==> src/rtl/lsu_pkg.sv <==
// Shared types and constants for the load/store unit.
package lsu_pkg;

    localparam int unsigned XLEN    = 32;
    localparam int unsigned BE_W    = 4;
    localparam int unsigned TIMER_W = 8;

    // Controller state encoding
    typedef enum logic [1:0] {
        ST_IDLE      = 2'd0,
        ST_REQ       = 2'd1,
        ST_WAIT_RESP = 2'd2,
        ST_DONE      = 2'd3
    } lsu_state_t;

    // RV32I funct3 size/sign encodings
    localparam logic [2:0] F3_B  = 3'b000;
    localparam logic [2:0] F3_H  = 3'b001;
    localparam logic [2:0] F3_W  = 3'b010;
    localparam logic [2:0] F3_BU = 3'b100;
    localparam logic [2:0] F3_HU = 3'b101;

    // Opcodes shared with the control unit
    localparam logic [6:0] OPC_LOAD  = 7'b0000011;
    localparam logic [6:0] OPC_STORE = 7'b0100011;

    // Latched bus request payload
    typedef struct packed {
        logic            we;
        logic [XLEN-1:0] addr;
        logic [BE_W-1:0] be;
        logic [XLEN-1:0] wdata;
    } bus_req_t;

    // Stores only have signed-looking encodings; the unsigned forms are load-only
    function automatic logic f3_legal(input logic [2:0] f3, input logic is_store);
        case (f3)
            F3_B, F3_H, F3_W: f3_legal = 1'b1;
            F3_BU, F3_HU:     f3_legal = ~is_store;
            default:          f3_legal = 1'b0;
        endcase
    endfunction

endpackage

==> src/rtl/lsu_mem_ctrl_if.sv <==
// Data-memory bus: req/gnt address phase, rvalid response phase.
interface lsu_mem_ctrl_if;
    import lsu_pkg::*;

    logic            bus_req;
    logic            bus_we;
    logic [XLEN-1:0] bus_addr;
    logic [BE_W-1:0] bus_be;
    logic [XLEN-1:0] bus_wdata;
    logic            bus_gnt;
    logic            bus_rvalid;
    logic [XLEN-1:0] bus_rdata;
    logic            bus_err;

    modport master (
        output bus_req, bus_we, bus_addr, bus_be, bus_wdata,
        input  bus_gnt, bus_rvalid, bus_rdata, bus_err
    );

    modport slave (
        input  bus_req, bus_we, bus_addr, bus_be, bus_wdata,
        output bus_gnt, bus_rvalid, bus_rdata, bus_err
    );

endinterface

==> src/rtl/lsu_align.sv <==
// Access sizing: legality, alignment, byte enables, store lane replication, load extraction.
module lsu_align
    import lsu_pkg::*;
(
    input  logic [2:0]      i_funct3,
    input  logic [1:0]      i_addr_lo,
    input  logic            i_store,
    input  logic [XLEN-1:0] i_wdata,
    input  logic [XLEN-1:0] i_rdata,
    output logic            o_legal_c,
    output logic            o_aligned_c,
    output logic [BE_W-1:0] o_be_c,
    output logic [XLEN-1:0] o_wdata_c,
    output logic [XLEN-1:0] o_rdata_c
);

    logic [7:0]  w_byte;
    logic [15:0] w_half;

    // Lane select from the low address bits
    assign w_byte = i_rdata[{i_addr_lo, 3'b000} +: 8];
    assign w_half = i_rdata[{i_addr_lo[1], 4'b0000} +: 16];

    // Size decode per funct3
    always_comb begin
        o_legal_c   = f3_legal(i_funct3, i_store);
        o_aligned_c = 1'b0;
        o_be_c      = '0;
        o_wdata_c   = '0;
        o_rdata_c   = '0;
        case (i_funct3)
            F3_B, F3_BU: begin
                o_aligned_c = 1'b1;
                o_be_c      = BE_W'(4'b0001 << i_addr_lo);
                o_wdata_c   = {4{i_wdata[7:0]}};
                o_rdata_c   = (i_funct3 == F3_B) ? {{24{w_byte[7]}}, w_byte}
                                                 : {24'd0, w_byte};
            end
            F3_H, F3_HU: begin
                o_aligned_c = ~i_addr_lo[0];
                o_be_c      = BE_W'(4'b0011 << {i_addr_lo[1], 1'b0});
                o_wdata_c   = {2{i_wdata[15:0]}};
                o_rdata_c   = (i_funct3 == F3_H) ? {{16{w_half[15]}}, w_half}
                                                 : {16'd0, w_half};
            end
            F3_W: begin
                o_aligned_c = (i_addr_lo == 2'b00);
                o_be_c      = 4'b1111;
                o_wdata_c   = i_wdata;
                o_rdata_c   = i_rdata;
            end
            default: ;
        endcase
    end

endmodule

==> src/rtl/lsu_mem_ctrl.sv <==
// Load/store unit: sequences one data-memory access per instruction and stalls the pipe meanwhile.
module lsu_mem_ctrl
    import lsu_pkg::*;
#(
    parameter int unsigned TIMEOUT = 255
) (
    input  logic            clk,
    input  logic            reset_n,
    input  logic            mem_read,
    input  logic            mem_write,
    input  logic [2:0]      funct3,
    input  logic [XLEN-1:0] addr,
    input  logic [XLEN-1:0] wdata,
    output logic [XLEN-1:0] rdata_out,
    output logic            stall,
    output logic            access_err,
    output logic            bus_err_out,
    lsu_mem_ctrl_if.master  bus
);

    lsu_state_t         r_state;
    bus_req_t           r_req;
    logic               r_bus_req;
    logic [2:0]         r_funct3;
    logic [1:0]         r_addr_lo;
    logic [TIMER_W-1:0] r_timer;
    logic [XLEN-1:0]    r_rdata;
    logic               r_access_err;
    logic               r_bus_err;

    logic               w_idle;
    logic               w_access;
    logic               w_ok;
    logic               w_timeout;
    logic [2:0]         w_f3_sel;
    logic [1:0]         w_lo_sel;
    logic               w_store_sel;
    logic               w_legal;
    logic               w_aligned;
    logic [BE_W-1:0]    w_be;
    logic [XLEN-1:0]    w_wdata_rep;
    logic [XLEN-1:0]    w_rdata_ext;

    // One aligner serves both phases: live request in IDLE, latched request afterwards
    assign w_idle      = (r_state == ST_IDLE);
    assign w_f3_sel    = w_idle ? funct3 : r_funct3;
    assign w_lo_sel    = w_idle ? addr[1:0] : r_addr_lo;
    assign w_store_sel = w_idle ? mem_write : r_req.we;

    lsu_align u_align (
        .i_funct3    (w_f3_sel),
        .i_addr_lo   (w_lo_sel),
        .i_store     (w_store_sel),
        .i_wdata     (wdata),
        .i_rdata     (bus.bus_rdata),
        .o_legal_c   (w_legal),
        .o_aligned_c (w_aligned),
        .o_be_c      (w_be),
        .o_wdata_c   (w_wdata_rep),
        .o_rdata_c   (w_rdata_ext)
    );

    // Request qualification; simultaneous read and write is rejected
    assign w_access  = mem_read | mem_write;
    assign w_ok      = w_legal & w_aligned & ~(mem_read & mem_write);
    assign w_timeout = (r_timer == TIMER_W'(TIMEOUT - 1));

    // Stall covers the issuing IDLE cycle through the response; DONE releases the pipe
    assign stall = (w_idle & w_access & w_ok)
                 | (r_state == ST_REQ)
                 | (r_state == ST_WAIT_RESP);

    // Access sequencer with registered bus and result outputs
    always_ff @(posedge clk or negedge reset_n) begin
        if (!reset_n) begin
            r_state      <= ST_IDLE;
            r_req        <= '0;
            r_bus_req    <= 1'b0;
            r_funct3     <= '0;
            r_addr_lo    <= '0;
            r_timer      <= '0;
            r_rdata      <= '0;
            r_access_err <= 1'b0;
            r_bus_err    <= 1'b0;
        end else begin
            r_access_err <= 1'b0;
            r_bus_err    <= 1'b0;
            case (r_state)
                ST_IDLE: begin
                    if (w_access && w_ok) begin
                        r_req.we    <= mem_write;
                        r_req.addr  <= {addr[XLEN-1:2], 2'b00};
                        r_req.be    <= w_be;
                        r_req.wdata <= w_wdata_rep;
                        r_funct3    <= funct3;
                        r_addr_lo   <= addr[1:0];
                        r_timer     <= '0;
                        r_bus_req   <= 1'b1;
                        r_state     <= ST_REQ;
                    end else if (w_access) begin
                        r_access_err <= 1'b1;
                    end
                end
                ST_REQ: begin
                    r_timer <= r_timer + 1'b1;
                    if (w_timeout) begin
                        r_bus_req <= 1'b0;
                        r_bus_err <= 1'b1;
                        r_rdata   <= '0;
                        r_state   <= ST_DONE;
                    end else if (bus.bus_gnt) begin
                        r_bus_req <= 1'b0;
                        r_state   <= ST_WAIT_RESP;
                    end
                end
                ST_WAIT_RESP: begin
                    r_timer <= r_timer + 1'b1;
                    if (bus.bus_rvalid) begin
                        r_rdata   <= r_req.we ? '0 : w_rdata_ext;
                        r_bus_err <= bus.bus_err;
                        r_state   <= ST_DONE;
                    end else if (w_timeout) begin
                        r_bus_err <= 1'b1;
                        r_rdata   <= '0;
                        r_state   <= ST_DONE;
                    end
                end
                ST_DONE: begin
                    r_state <= ST_IDLE;
                end
                default: begin
                    r_state <= ST_IDLE;
                end
            endcase
        end
    end

    // Output mapping
    assign bus.bus_req   = r_bus_req;
    assign bus.bus_we    = r_req.we;
    assign bus.bus_addr  = r_req.addr;
    assign bus.bus_be    = r_req.be;
    assign bus.bus_wdata = r_req.wdata;
    assign rdata_out     = r_rdata;
    assign access_err    = r_access_err;
    assign bus_err_out   = r_bus_err;

endmodule

==> src/flat_wrapper.sv <==
// flat-port wrapper written by rule: the top's interface ports become plain ports
module lsu_mem_ctrl_flat import lsu_pkg::*;
#(
    parameter int unsigned TIMEOUT = 255
)
  (clk, reset_n, mem_read, mem_write, funct3, addr, wdata, rdata_out, stall, access_err, bus_err_out, bus_bus_req, bus_bus_we, bus_bus_addr, bus_bus_be, bus_bus_wdata, bus_bus_gnt, bus_bus_rvalid, bus_bus_rdata, bus_bus_err);
  lsu_mem_ctrl_if bus_i ();
  input  logic clk;
  input  logic reset_n;
  input  logic mem_read;
  input  logic mem_write;
  input  logic [2:0] funct3;
  input  logic [XLEN-1:0] addr;
  input  logic [XLEN-1:0] wdata;
  output logic [XLEN-1:0] rdata_out;
  output logic stall;
  output logic access_err;
  output logic bus_err_out;
  output wire logic [$bits(bus_i.bus_req)-1:0] bus_bus_req;
  output wire logic [$bits(bus_i.bus_we)-1:0] bus_bus_we;
  output wire logic [$bits(bus_i.bus_addr)-1:0] bus_bus_addr;
  output wire logic [$bits(bus_i.bus_be)-1:0] bus_bus_be;
  output wire logic [$bits(bus_i.bus_wdata)-1:0] bus_bus_wdata;
  input wire logic [$bits(bus_i.bus_gnt)-1:0] bus_bus_gnt;
  input wire logic [$bits(bus_i.bus_rvalid)-1:0] bus_bus_rvalid;
  input wire logic [$bits(bus_i.bus_rdata)-1:0] bus_bus_rdata;
  input wire logic [$bits(bus_i.bus_err)-1:0] bus_bus_err;
  assign bus_bus_req = bus_i.bus_req;
  assign bus_bus_we = bus_i.bus_we;
  assign bus_bus_addr = bus_i.bus_addr;
  assign bus_bus_be = bus_i.bus_be;
  assign bus_bus_wdata = bus_i.bus_wdata;
  assign bus_i.bus_gnt = bus_bus_gnt;
  assign bus_i.bus_rvalid = bus_bus_rvalid;
  assign bus_i.bus_rdata = bus_bus_rdata;
  assign bus_i.bus_err = bus_bus_err;
  lsu_mem_ctrl #(.TIMEOUT(TIMEOUT)) u_core (.clk(clk), .reset_n(reset_n), .mem_read(mem_read), .mem_write(mem_write), .funct3(funct3), .addr(addr), .wdata(wdata), .rdata_out(rdata_out), .stall(stall), .access_err(access_err), .bus_err_out(bus_err_out), .bus(bus_i));
endmodule
==> config.mk <==
export PLATFORM = sky130hd
export DESIGN_NAME = lsu_mem_ctrl_flat
export DESIGN_NICKNAME = d
export VERILOG_FILES = /design/src/rtl/lsu_pkg.sv /design/src/rtl/lsu_mem_ctrl_if.sv /design/src/rtl/lsu_align.sv /design/src/rtl/lsu_mem_ctrl.sv /design/src/flat_wrapper.sv
export SDC_FILE = /design/constraint.sdc
export NUM_CORES = 1
export LEC_CHECK = 0
export CAP_MARGIN = 20
export CORE_AREA = 3 3 94 141
export DETAILED_ROUTE_END_ITERATION = 8
export DIE_AREA = 0 0 97 144
export PLACE_DENSITY = 0.95
export SLEW_MARGIN = 20
export SYNTH_ARGS = -nofsm -noshare
export SYNTH_HDL_FRONTEND = slang
export SYNTH_SLANG_ARGS = --single-unit
==> constraint.sdc <==
create_clock -name clk -period 4.5 [get_ports clk]
set_clock_uncertainty 0.05 [all_clocks]
set_input_delay 1.125 -clock clk [delete_from_list [all_inputs] [get_ports clk]]
set_output_delay 1.125 -clock clk [all_outputs]
set_load 0.02 [all_outputs]
==> metrics.cfg <==
[outcome]
status=finished clean

[grt]
antenna_found_initial=0
globalRouteOverflowTotal=0
first_global_vias=5723
grt_usage_pct=26.9
grt_max_degree=80
grt_pass1_wl_um=30000

[clocking]
clk_latency_ps=400
cts-resized-gates=0
ctsHoldBuffers=0
cts_tree=built
root_buffer=clkbuf_16
cts.sinks=117
clkTransAtPathRegs_ps=50
cts_made_buffers=17
cts_buffer_depth=2
htree_levels=4
cts_setup_buffers=0

[routing]
vias=5508
drtPass1Iterations=6
drtIter0Drc=469
post-route-drc-count=0
avgViaCountPerCell=6.07
wl_um=19200
antenna_left=0
post_drt_wl_per_cell_um=21.1

[sta]
tightestPinTransition_ps=963
finalSetupTns_ps=0
finalSetupViolCount=0
min_period_ps=4380
rsz0062_at_grt=no
max_freq_mhz=228
slew_headroom_pct=35.3
timing.hold.ws_ps=438
finalHoldViolCount=0
period_share_pct=97.3
finalWorstSetupSlack_ps=123
drv_slew=0

[final_layout]
antenna_cells=0
drive_above_1_share_pct=14.5
nNetsFinal=853
synthToLayoutAreaGrowth_pct=46.2
fillers=836

[placed_design]
place_congestion=0.897
hpwl_um=13900
port_buffers=208
dpl_worst_slack_ps=156

[synthesis]
synth-edff-count=0
yosys_warnings=0
synth.cell_area_um2=5900
async_reset_ff_share_pct=100
synthSimpleGateAreaFrac_pct=10.8
ys_ff_latch=117
synth_top_family_by_area=compound AO/OA/AOI/OAI gates
synth_compound_area_share_pct=22.8
postSynthAreaPerCell_um2=10.9
synth_cell_types=70
yosysSeqAreaShare_pct=49.6
synth_xor_area_share_pct=0.297
yosys.area_share.adder_pct=1.06
synth_ff_type=dfrtp_1
muxShareOfSynthArea_pct=10.2
syn_inst=541

[pwr]
p_total_mw=6.60
peakVddDrop_v=0.000430
power_density_nw_per_um2=766
p_leak_nw=3.51

[worst_setup_path]
cp_max_fo=7
cp_slowest_cell=clkdlybuf4s50_1
path_cells=clkdlybuf4s50_1 -> nor3b_1 -> o22ai_1 -> a21oi_4 -> or3_1 -> clkdlybuf4s50_1
start_kind=input pin
cp.arrival_ps=3200
cp_data_required_time_ps=3320
cp_slowest_stage_delay_ps=650
critPathMostFrequentCell=clkdlybuf4s50_1
worstSetupPathType=input pin to output pin
critPathCaptureType=output pin

[run]
drv_cap=0

[floorplan]
rows=49
dieArea_um2=14000
die_w_um=97
core-area_um2=12100
initial_core_util_pct=48.8
io_pins=211
die_y_um=144

[hold_path]
holdCritPathClass=flop to flop

==> layer usage <==
layer	global-route usage (%)	part of all wire [%]
met1	29.2	34
met3	6.08	6.2
met2	48.0	53
met4	16.2	6.1
met5	0	0
==> cell usage in the layout (no fill, tap or decap), drive strengths merged, types with 15 or more instances in the layout <==
cell type / n
inv: 18
clkbuf: 18
a21oi: 33
nand3: 16
dfrtp: 117
o211ai: 20
a221o: 18
o21ai: 16
mux2: 36
clkdlybuf4s50: 207
nand2: 56
nor2: 32
a22oi: 27
buf: 15
==> area by class of cell <==
cell class              instances  area, um2  area share, %
repair buffers                222       2180           25.3
flip-flops and latches        117       2930           34.0
clock inverters                13        135           1.57
clock buffers                  18        429           4.98
well taps                     153        191           2.22
multi-input cells             367       2690           31.2
inverters                      17       63.8          0.740
==> power by group <==
part	internal [mW]	switching, mW	leakage [nW]	total, mW
sequential	1.54	0.357	1.44	1.90
combinational	1.58	1.83	1.81	3.41
clock	0.808	0.485	0.264	1.29
==> critical path: cells and delay by family <==
kind	cells	cell delay, ps
buf+inv	2	1200
simple gates	2	450
compound gates	2	420
==> final timing paths <==
path | start | end | slack [ps] | depth (start not counted)
min in group asynchronous | reset_n | u_core.r_timer[4]$_DFFE_PN0P_ | 800 | 1
min | u_core.bus.bus_wdata[31]$_DFFE_PN0P_ | u_core.bus.bus_wdata[31]$_DFFE_PN0P_ | 440 | 1
max | funct3[0] | stall | 120 | 6
max reg2reg | u_core.r_state[0]$_DFFE_PN0P_ | u_core.r_funct3[1]$_DFFE_PN0P_ | 1160 | 8
max in group asynchronous | reset_n | u_core.bus.bus_addr[16]$_DFFE_PN0P_ | 2690 | 2
min reg2reg | u_core.bus.bus_wdata[31]$_DFFE_PN0P_ | u_core.bus.bus_wdata[31]$_DFFE_PN0P_ | 440 | 1
==> state kept, by name, indices dropped and copies added (netlist names), 2 cells and up <==
register	cells
u_core.r_funct3	3
u_core.rdata_out	32
u_core.bus.bus_be	4
u_core.bus.bus_wdata	32
u_core.r_state	2
u_core.bus.bus_addr	30
u_core.r_timer	8
u_core.r_addr_lo	2
==> Yosys cell counts (4+ instances only) <==
cell	instances	area, um2
a31oi_1	5	31.3
nand2_1	55	206
a21oi_1	32	160
nor3_1	5	25.0
nand2b_1	4	25.0
mux4_1	4	105
o21ai_0	14	70.1
mux2_2	35	394
ha_1	5	62.6
o21a_1	10	75.1
a221o_1	12	120
a22oi_1	27	203
a222oi_1	14	140
or2_2	4	25.0
a221o_2	6	67.6
o211ai_1	19	143
dfrtp_1	117	2930
buf_2	18	90.1
nor2_1	32	120
inv_1	17	63.8
clkbuf_1	11	41.3
nand3_1	16	80.1
o31ai_1	7	52.6
o22ai_1	4	25.0
==> kinds of logic after synthesis <==
logic type / after synthesis
xor+xnor: 2
other cells: 1
fa+ha+maj: 5
buf+inv: 58
simple gates: 137
mux: 46
flops: 117
compound gates: 175
==> through the flow <==
step,instance area (um2),cells,util [%]
6_report,8620,907,71.4
5_1_grt,8620,907,71.4
4_1_cts,8620,907,71.4
3_5_place_dp,8060,876,66.7
3_3_place_gp,8060,876,66.7
2_1_floorplan,5900,542,-
Note: power is estimated with default switching activity, not from simulation.
